--- config.mk ---
export PLATFORM = sky130hd
export DESIGN_NAME = sprite_rom_arbiter
export DESIGN_NICKNAME = d
export VERILOG_FILES = /design/src/rtl/sprite_rom_arbiter.sv
export SDC_FILE = /design/constraint.sdc
export NUM_CORES = 1
export LEC_CHECK = 0
export CAP_MARGIN = 20
export CORE_MARGIN = 1.5
export CORE_UTILIZATION = 40
export CTS_CLUSTER_DIAMETER = 120
export DETAILED_ROUTE_END_ITERATION = 7
export GPL_TIMING_DRIVEN = 0
export PLACE_DENSITY_LB_ADDON = 0.08
export SYNTH_ARGS = -nofsm -noshare
export SYNTH_HDL_FRONTEND = slang
export SYNTH_SLANG_ARGS = --single-unit
--- constraint.sdc ---
create_clock -name clk -period 3 [get_ports clk]
set_input_delay 0.9 -clock clk [delete_from_list [all_inputs] [get_ports clk]]
set_output_delay 0.9 -clock clk [all_outputs]
set_load 0.005 [all_outputs]
--- src/rtl/sprite_rom_arbiter.sv ---
// Round-robin arbiter sharing one sprite ROM between several reel renderers.
// Grants a burst, issues one ROM address per cycle and tags returned words with the owner id.
module sprite_rom_arbiter #(
   parameter int unsigned NUM_REQ = 3,
   parameter int unsigned ROM_LAT = 2,
   parameter int unsigned LEN_W   = 5
) (
   input  logic                         clk,
   input  logic                         reset,
   input  logic [NUM_REQ-1:0]           req_i,
   input  logic [3*NUM_REQ-1:0]         sprite_i,
   input  logic [10*NUM_REQ-1:0]        addr_i,
   input  logic [LEN_W*NUM_REQ-1:0]     len_i,
   output logic [NUM_REQ-1:0]           ack_o,
   output logic                         busy_o,
   output logic [2:0]                   rom_sprite_sel_o,
   output logic [9:0]                   rom_word_addr_o,
   input  logic [15:0]                  rom_data_i,
   output logic                         rd_valid_o,
   output logic [$clog2(NUM_REQ)-1:0]   rd_id_o,
   output logic                         rd_last_o,
   output logic [15:0]                  rd_data_o
);

   localparam int unsigned ID_W   = $clog2(NUM_REQ);
   localparam int unsigned SPR_W  = 3;
   localparam int unsigned ADDR_W = 10;

   typedef enum logic {
      IDLE  = 1'b0,
      ISSUE = 1'b1
   } state_t;

   typedef struct packed {
      logic            valid;
      logic [ID_W-1:0] id;
      logic            last;
   } ret_t;

   state_t state_q, state_d;

   logic [ID_W-1:0]   last_grant_q;
   logic [ID_W-1:0]   id_q;
   logic [LEN_W-1:0]  beat_q;
   logic [LEN_W-1:0]  len_q;
   logic              beat_last_c;

   logic              grant_valid_c;
   logic [ID_W-1:0]   grant_id_c;
   logic [ID_W-1:0]   cand_c;

   logic [NUM_REQ-1:0]  ack_d;
   logic                busy_d;
   logic [SPR_W-1:0]    spr_d;
   logic [ADDR_W-1:0]   addr_d;
   ret_t                push_d;

   ret_t ret_q [ROM_LAT];

   logic [SPR_W-1:0]  spr_arr  [NUM_REQ];
   logic [ADDR_W-1:0] addr_arr [NUM_REQ];
   logic [LEN_W-1:0]  len_arr  [NUM_REQ];

   // Unpack the flat per-requester buses
   for (genvar k = 0; k < NUM_REQ; k++) begin : g_unpack
      assign spr_arr[k]  = sprite_i[SPR_W*k +: SPR_W];
      assign addr_arr[k] = addr_i[ADDR_W*k +: ADDR_W];
      assign len_arr[k]  = len_i[LEN_W*k +: LEN_W];
   end

   assign beat_last_c = (beat_q == len_q);

   // Rotating search from last_grant+1; descending loop leaves the nearest candidate
   always_comb begin
      grant_valid_c = 1'b0;
      grant_id_c    = '0;
      cand_c        = '0;
      for (int i = int'(NUM_REQ); i >= 1; i--) begin
         cand_c = ID_W'((int'(last_grant_q) + i) % int'(NUM_REQ));
         if (req_i[cand_c]) begin
            grant_valid_c = 1'b1;
            grant_id_c    = cand_c;
         end
      end
   end

   // State register
   always_ff @(posedge clk or posedge reset) begin
      if (reset) begin
         state_q <= IDLE;
      end else begin
         state_q <= state_d;
      end
   end

   // Next-state logic
   always_comb begin
      state_d = state_q;
      case (state_q)
         IDLE: begin
            if (grant_valid_c) begin
               state_d = ISSUE;
            end
         end
         ISSUE: begin
            if (beat_last_c) begin
               state_d = IDLE;
            end
         end
         default: state_d = IDLE;
      endcase
   end

   // Next values for the registered outputs and the return-tag push
   always_comb begin
      ack_d  = '0;
      busy_d = (state_d == ISSUE);
      spr_d  = rom_sprite_sel_o;
      addr_d = rom_word_addr_o;
      push_d = '0;
      case (state_q)
         IDLE: begin
            if (grant_valid_c) begin
               ack_d[grant_id_c] = 1'b1;
               spr_d             = spr_arr[grant_id_c];
               addr_d            = addr_arr[grant_id_c];
            end
         end
         ISSUE: begin
            push_d.valid = 1'b1;
            push_d.id    = id_q;
            push_d.last  = beat_last_c;
            if (!beat_last_c) begin
               addr_d = rom_word_addr_o + 10'd1;
            end
         end
         default: ;
      endcase
   end

   // Burst bookkeeping and output registers
   always_ff @(posedge clk or posedge reset) begin
      if (reset) begin
         last_grant_q     <= ID_W'(NUM_REQ - 1);
         id_q             <= '0;
         beat_q           <= '0;
         len_q            <= '0;
         ack_o            <= '0;
         busy_o           <= 1'b0;
         rom_sprite_sel_o <= '0;
         rom_word_addr_o  <= '0;
      end else begin
         ack_o            <= ack_d;
         busy_o           <= busy_d;
         rom_sprite_sel_o <= spr_d;
         rom_word_addr_o  <= addr_d;
         if (state_q == IDLE) begin
            if (grant_valid_c) begin
               last_grant_q <= grant_id_c;
               id_q         <= grant_id_c;
               len_q        <= len_arr[grant_id_c];
               beat_q       <= '0;
            end
         end else begin
            beat_q <= beat_last_c ? '0 : beat_q + LEN_W'(1);
         end
      end
   end

   // Return tags track the ROM pipeline; tail stage lines up with rom_data_i
   always_ff @(posedge clk or posedge reset) begin
      if (reset) begin
         for (int k = 0; k < int'(ROM_LAT); k++) begin
            ret_q[k] <= '0;
         end
      end else begin
         ret_q[0] <= push_d;
         for (int k = 1; k < int'(ROM_LAT); k++) begin
            ret_q[k] <= ret_q[k-1];
         end
      end
   end

   assign rd_valid_o = ret_q[ROM_LAT-1].valid;
   assign rd_id_o    = ret_q[ROM_LAT-1].id;
   assign rd_last_o  = ret_q[ROM_LAT-1].last;
   assign rd_data_o  = rom_data_i;

endmodule

==> flow_summary_export.csv <==
group,metric,value,unit
run_status,status,"complete, no violations",
power_and_ir_drop,p_clk_frac,0.153,
sta,period_needed,2.85,ns
placed_design,gp_congestion,0.780,
grt,grt_pass1_wl,9.94,mm
critical_path,setup.worst_path.end_class,"flop",
yosys,syn_inst,244,
sta,finalSetupViolCount,0,
clock_network,numCtsBuffers,5,
critical_path,r2r_slack,0.25,ns
clock_network,clkTransAtPathRegs,0.08,ns
floorplanning,initial_core_util,0.422,
yosys,ys_seq_elements,38,
critical_path,crit_path_start_kind,"primary input",
final_layout,nets,428,
critical_path,arrival,3.02,ns
floorplanning,die_w,80.0,microns
floorplanning,std_cell_rows,27,
route,drt-wirelength-per-cell,15.1,microns
route,wirelength,6.33,mm
grt,first_global_vias,2092,
grt,overflow,0,
clock_network,root_buffer,"clkbuf_8",
sta,fin_skew,0.00430,ns
final_layout,final_util,0.635,
route,drt_iter0_markers,128,
yosys,synth_warnings,0,
power_and_ir_drop,seqPwrFrac,0.285,
route,drtPass1Iterations,4,
placed_design,post-place-ws,-0.260,ns
clock_network,clock_sinks,38,
yosys,synth_area_per_cell,9.71,sq um
route,avgViaCountPerCell,5.27,
yosys,seq_area_frac_synth,0.402,
yosys,synth_simple_gate_area_frac,0.156,
yosys,synth_area,2370,sq um
yosys,syn_nets,325,
final_layout,drive_gt1_frac,0.121,
clock_network,htree_levels,2,
sta,slew_headroom,0.484,
clock_network,postCtsHoldBufs,0,
yosys,yosys.area_share.adder,0.0317,
clock_network,cts_buffer_depth,2,
yosys,synth_top_family_by_area,"compound AO/OA/AOI/OAI gates",
floorplanning,core,5610,sq um
critical_path,worstPathRequired,3.16,ns
floorplanning,io_pins,112,
power_and_ir_drop,powerDensity,975,nW/um^2
sta,worst_slew_pin_slew,0.772,ns
grt,grt_max_degree,39,
sta,worst_slack,0.148,ns
power_and_ir_drop,p_switching,1370,uW
placed_design,port_buffers,95,
final_layout,area_delta_synth_final,50.3,%
yosys,synth_compound_gate_area_share,0.184,
final_layout,layout_commonest_cell,"clkdlybuf4s50_1",
route,drc,0,
sta,finalCritPeriodShare,0.951,
final_layout,n_antenna_cell,0,
route,postRouteAntennaNets,0,
power_and_ir_drop,p_int,2110,uW
sta,hold_viol,0,
grt,antenna_found_initial,0,
min_path,min_path_type,"flop to flop",
grt,grt_usage,0.202,
yosys,synth.distinct_cells,47,
clock_network,worstSkewPairLatency,0.29,ns
sta,rsz0062_at_grt,"no",
floorplanning,die-area,6390,sq um
power_and_ir_drop,comb_power_share,0.562,
critical_path,crit_fanout,10,
critical_path,crit_type,"primary input to flop",
route,vias,2212,
power_and_ir_drop,ir_drop,0.431,mV
yosys,muxShareOfSynthArea,0.107,
placed_design,hpwl,4.70,mm
floorplanning,die_h,80.0,microns
power_and_ir_drop,switching_share,0.393,
job,cap_violations,0,
final_layout,final_cell_mix,"clkdlybuf4s50_1, dfrtp_1, mux2i_1, buf_4, o21ai_0",
sta,fmax,351,MHz
sta,drv_slew,0,
power_and_ir_drop,power.leakage,0.00151,uW
yosys,synth-xor-area-share,0.0185,
clock_network,tritoncts,"built",
## power by group through the flow
stage | sequential (uW) | clock [uW] | combinational [uW]
after floorplan | 949 | 0 | 1260
after global placement | 984 | 0 | 1890
after detailed placement | 991 | 0 | 1930
after CTS | 984 | 540 | 1940
after global routing | 1020 | 562 | 2150
final | 989 | 532 | 1950
## metrics by stage
stage                     cell area, sq um  hold slack [ns]  std cells  total power [uW]  setup TNS, ns
after floorplan                       2370            0.331        244              2210              0
after global placement                3410            0.333        411              2880          -2.02
after detailed placement              3410            0.335        411              2920          -2.45
after CTS                             3550            0.353        419              3460              0
after global routing                  3560            0.365        420              3730              0
final                                 3560            0.352        420              3470              0
## worst max-delay path, stage by stage
cell             delay [ns]
clkdlybuf4s50_1        0.55
mux2i_1                0.13
mux2_2                 0.30
and4b_1                0.19
buf_6                  0.13
or2_1                  0.23
buf_6                  0.15
a222oi_1               0.33
o21ai_1                0.10
## area by class of cell
class                      count  area, sq um
fill                         513         2050
multi-input combinational    167         1180
timing repair buffer          96          958
sequential                    38          952
buffer                        32          213
tap                           72         90.1
clock buffer                   5         68.8
clock inverter                 3         68.8
inverter                       7         26.3
## layer usage
metal,global-route usage,wire length [microns],part of all wire,vias to the layer above
met3,0.0526,371,0.059,5
met4,0.0414,37,0.0058,0
met2,0.347,3200,0.51,75
met1,0.254,2720,0.43,1046
met5,0,0,0,-
li1,-,-,-,1086
## kinds of logic (layout without fill, tap and decap cells)
kind of cell | count (synthesis) | count (layout)
flip-flops | 38 | 38
buffers and inverters | 39 | 143
XOR/XNOR | 5 | 5
AND/OR/NAND/NOR | 62 | 62
adder cells (fa/ha/maj) | 6 | 6
multiplexers | 25 | 25
AO/OA/AOI/OAI | 69 | 69
## synthesized netlist by cell type, drive strengths merged
cell	n	area share
mux2i	22	0.093
or2	1	0.0026
o211ai	5	0.016
and4b	2	0.0085
a211oi	1	0.0032
o22ai	4	0.011
nor2b	6	0.016
and3	8	0.021
o21a	1	0.0032
a31oi	3	0.0079
clkbuf	8	0.013
dfstp	1	0.011
a222oi	1	0.0042
o21ai	23	0.049
xor2	1	0.0037
xnor2	4	0.015
nor2	9	0.017
inv	7	0.011
dfrtp	37	0.39
a22o	1	0.0042
a21o	2	0.0063
nand4	2	0.0053
o22a	1	0.0037
o31ai	3	0.0095
nand4b	1	0.0037
nor4b	2	0.0074
nand2b	4	0.011
a221oi	4	0.015
a21boi	2	0.0063
a21oi	12	0.025
nand3	6	0.013
buf	24	0.077
nor3b	3	0.0095
nor3	2	0.0042
a31o	1	0.0037
a311oi	1	0.0037
nand3b	4	0.013
nand2	8	0.013
mux2	3	0.014
a22oi	4	0.013
and4	1	0.0037
and2	3	0.0079
ha	6	0.032
## flip-flops by register name (all words and copies together) (netlist names)
register and count:
id_q 1, rom_word_addr_o 10, ack_o 3, rd_last_o 1, busy_o 1, rom_sprite_sel_o 3
rd_valid_o 1, last_grant_q 2, rd_id_o 2, ret_q 4, len_q 5, beat_q 5
## final timing paths
kind                                                  start                             end  depth (start not counted)
worst min-delay path                     ret_q[5]$_DFF_PP0_            rd_id_o[0]$_DFF_PP0_                          0
worst min register to register           ret_q[5]$_DFF_PP0_            rd_id_o[0]$_DFF_PP0_                          0
min in group asynchronous                             reset  rom_word_addr_o[9]$_DFFE_PP0P_                          2
worst max-delay path                               req_i[1]  rom_word_addr_o[1]$_DFFE_PP0P_                          9
max in group asynchronous                             reset  rom_word_addr_o[1]$_DFFE_PP0P_                          2
worst max register to register  last_grant_q[1]$_DFFE_PP1P_  rom_word_addr_o[1]$_DFFE_PP0P_                         11
## what timing repair did
item	CTS	global route
buffers inserted	0	1
gates resized for setup	0	1
endpoints found under the setup margin	0	10
No activity file was read; power rests on OpenSTA's default activity.
